## config.mk

```make
export PLATFORM = sky130hd
export DESIGN_NAME = koggestone_adder8
export DESIGN_NICKNAME = d
export VERILOG_FILES = /design/src/rtl/koggestone_adder8.sv
export SDC_FILE = /design/constraint.sdc
export NUM_CORES = 1
export LEC_CHECK = 0
export BUFFER_PORTS_ARGS = -buffer_cell sky130_fd_sc_hd__clkbuf_2
export CAP_MARGIN = 20
export CORE_MARGIN = 2
export CORE_UTILIZATION = 43
export CTS_BUF_LIST = sky130_fd_sc_hd__clkbuf_16
export DETAILED_ROUTE_END_ITERATION = 12
export PLACE_DENSITY_LB_ADDON = 0.2
export SYNTH_ARGS = -nofsm -noshare
export SYNTH_HDL_FRONTEND = slang
export SYNTH_HIERARCHICAL = 1
export SYNTH_SLANG_ARGS = --single-unit
export TNS_END_PERCENT = 30
```

## constraint.sdc

```tcl
create_clock -name clk -period 0.82 [get_ports clk]
set_input_delay 0.082 -clock clk [delete_from_list [all_inputs] [get_ports clk]]
set_output_delay 0.082 -clock clk [all_outputs]
set_load 0.01 [all_outputs]
```

## src/rtl/koggestone_adder8.sv

```systemverilog
// koggestone_adder8: 8-bit Kogge-Stone prefix adder with a registered sum; uio bus is input-only.
module koggestone_black_cell (
    input  logic i_g_hi,
    input  logic i_p_hi,
    input  logic i_g_lo,
    input  logic i_p_lo,
    output logic o_g,
    output logic o_p
);
    assign o_g = i_g_hi | (i_p_hi & i_g_lo);
    assign o_p = i_p_hi & i_p_lo;
endmodule

module koggestone_adder8 (
    input  logic       clk,
    input  logic       rst,
    input  logic       ena,
    input  logic [7:0] ui_in,
    input  logic [7:0] uio_in,
    output logic [7:0] uo_out,
    output logic [7:0] uio_out,
    output logic [7:0] uio_oe
);
    logic [3:0][7:0] w_g;
    logic [3:0][7:0] w_p;
    logic [8:0]      w_c;
    logic [7:0]      w_s;
    logic [7:0]      r_sum;
    logic            w_unused;

    assign w_g[0] = ui_in & uio_in;
    assign w_p[0] = ui_in ^ uio_in;

    // Level l combines each bit with the group 2**l positions below it.
    for (genvar l = 0; l < 3; l++) begin : g_lvl
        for (genvar i = 0; i < 8; i++) begin : g_bit
            if (i >= (1 << l)) begin : g_cell
                koggestone_black_cell u_cell (
                    .i_g_hi(w_g[l][i]),
                    .i_p_hi(w_p[l][i]),
                    .i_g_lo(w_g[l][i-(1<<l)]),
                    .i_p_lo(w_p[l][i-(1<<l)]),
                    .o_g   (w_g[l+1][i]),
                    .o_p   (w_p[l+1][i])
                );
            end else begin : g_pass
                assign w_g[l+1][i] = w_g[l][i];
                assign w_p[l+1][i] = w_p[l][i];
            end
        end
    end

    assign w_c = {w_g[3], 1'b0};
    assign w_s = w_p[0] ^ w_c[7:0];
    // Carry-out and final-level propagates are not needed for the wrapped sum.
    assign w_unused = ^{w_c[8], w_p[3]};

    always_ff @(posedge clk or posedge rst) begin
        if (rst)
            r_sum <= 8'h00;
        else if (ena)
            r_sum <= w_s;
    end

    assign uo_out  = r_sum;
    assign uio_out = 8'h00;
    assign uio_oe  = 8'h00;
endmodule

```

* Yosys cells after proc, flatten, opt, wreduce, memory -nomap -nowiden
Cells that the tools add are included.
** Storage, ports and cells
- Register bits :: 8
- Input port bits :: 19
- Output and inout port bits :: 24
- Word-level logic and storage cells :: 40
** Cells by class
- Bitwise logic cells :: 39
** Operators with widths (count)
- $and 1x1->1 :: 22
- $xor 8x8->8 :: 2
- $or 1x1->1 :: 14
- $and 7x7->7 :: 1

* Longest topological paths before layout
- Word-level depth :: 7
- Mapped depth :: 6
- Mapped depth without buffers :: 6

* By module
Netlist, hierarchy kept.
** By module, submodules not included
- koggestone_adder8 :: instances 1, cells an instance 55, area an instance 575.6 µm²
- koggestone_black_cell :: instances 14, cells an instance 2, area an instance 15.0 µm²

* Least setup slack after synthesis
No wires, ideal clock.
- Path type :: input port to flip-flop
- From :: input port ui_in[3]
- To :: register r_sum[7], in the netlist uo_out[7]
- Arrival :: 1379 ps
- Data required time :: 695 ps
- Slack :: -684 ps
- Cell stages on the path :: 6
- Buffers on the path :: 0
- Cells stage by stage :: ha_1 -> and2_2 -> and2_2 -> a21o_1 -> xor3_1 -> mux2_4
** RTL lines
- start: declaration :: line 18 : input logic [7:0] ui_in,
- end signal: assignment :: line 62 : r_sum <= w_s;
- end: declaration :: line 28 : logic [7:0] r_sum;

==> results.tsv <==
stage	metric	value	unit
run_status	status	finished, violations left	
run_status	violations	negative setup slack	
cts	htreeDepth	1	
detailed_routing	drc	0	
die	die_w	45.5	um
grt	gr-usage-all-layers	16.0	%
cts	clock-root-buffer	clkbuf_16	
finish	antenna_cells	0	
grt	antenna_found_initial	0	
grt	gr-total-overflow	0	
timing	timing.final.max_slew_violations	0	
timing	hold-worst-slack	0.157	ns
power	peakVddDrop	1.51	mV
die	boundaryPins	43	
timing	layout_setup_ws	-0.442	ns
setup_path	required	0.93	ns
hold_path	worstHoldPathCells	2	
finish	layout_common_cells	clkbuf_2 (23), conb_1 (16), a21o_1 (14), buf_4 (14), dfrtp_1 (8)	
hold_path	hold_path.class	primary input to register	
yosys	synth_area_per_cell	9.62	um2
detailed_routing	vias_per_cell	4.74	
setup_path	start_kind	primary input	
finish	drive_above_1_share	54.5	%
die	num_rows	14	
finish	largest_reg_flops	8	
finish	final_common_cell	clkbuf_2	
timing	finalCritPeriodShare	154	%
detailed_routing	postRouteAntennaNets	0	
finish	nets	149	
detailed_routing	finalWirelength	1510	um
place	dp_cells	131	
setup_path	timing.rr.end	uo_out[7]	
cts	clk_pin_slew_worst_paths	0.04	ns
setup_path	reg2reg_from	uo_out[7]	
timing	finalHoldViolCount	0	
timing	fin_skew	0	ns
finish	area_growth	57.6	%
cts	insertion_delay	0.23	ns
detailed_routing	vias	649	
die	core-area	1560	um2
finish	fin_cells	137	
setup_path	critical_path_class	primary input to register	
cts	cts_buffer_depth	2	
hold_path	worstHoldStart	ena	
timing	period_minus_slack	1.26	ns
timing	rsz0062_at_grt	true	
die	die-area	2070	um2
detailed_routing	wl_per_cell	11.0	um
place	hpwl	1120	um
setup_path	crit_fanout	4	
cts	cts_tree	yes	
finish	finish.utilization	74.9	%
detailed_routing	drtIter0Drc	9	
setup_path	reg2reg_depth	1	
grt	grt_pass1_vias	610	
place	io_buffers	26	
die	start_util	47.5	%
place	gp_congestion	0.674	
timing	setup_viol	8	
power	power_density	1790	nW/um2
grt	grt_max_degree	13	
die	die_h	45.5	um
yosys	netlist_area	741	um2
timing	fmax	793	MHz
grt	grt_pass1_wl	2340	um
setup_path	reg2reg_slack	0.06	ns
job	maxCapViolations	0	
power	leakagePower	0.000664	uW
yosys	syn_inst	77	
timing	tns	-1.66	ns
yosys	ys_warn_count	6	
hold_path	hold_end	uo_out[0]	
cts	clock_sinks	8	
setup_path	end_kind	register	
cts	cts_made_buffers	3	
detailed_routing	dr.pass1.iters	4	
setup_path	arrival	1.37	ns
power	power.total	2090	uW
per-stage QoR:
step | setup WS, ns | area [um2]
2_1_floorplan | -0.534 | 875
3_3_place_gp | -0.664 | 1000
3_5_place_dp | -0.686 | 1000
4_1_cts | -0.449 | 1120
5_1_grt | -0.463 | 1170
6_report | -0.442 | 1170
layout make-up:
| class | instances | area, um2 |
|---|---|---|
| tap | 16 | 20.0 |
| multi-input combinational | 66 | 582 |
| clock buffer | 3 | 75.1 |
| sequential | 8 | 200 |
| fill | 111 | 392 |
| timing repair buffer | 43 | 287 |
| inverter | 1 | 3.75 |
worst max-delay path: stages:
cell	delay (ns)
buf_6	0.10
ha_4	0.24
and2_4	0.16
and2_2	0.18
a21o_1	0.17
xor3_1	0.18
mux2_4	0.26
power by group:
group | internal [uW] | switching (uW)
sequential | 473 | 41.4
clock | 627 | 177
combinational | 436 | 331
worst max path at each step:
stage,startpoint,end
floorplan,ui_in[2],uo_out[7]
global placement,ui_in[2],uo_out[7]
detailed placement,ui_in[2],uo_out[7]
CTS,uio_in[2],uo_out[7]
global route,ui_in[2],uo_out[7]
finish,ui_in[4],uo_out[7]
layer usage:
layer / track usage (%) / wire, um
met1: 18.6 / 641
met2: 27.9 / 749
met3: 3.57 / 95
met4: 7.06 / 19
met5: 0 / 0
repair_timing:
action | CTS | global route
hold endpoints to repair | 8 | 0
endpoints found under the setup margin | 7 | 14
buffers inserted | 2 | 1
gates resized for setup | 3 | 12
hold buffers | 1 | 0
pin swaps | 10 | 12
(Power assumes the default switching activity.)
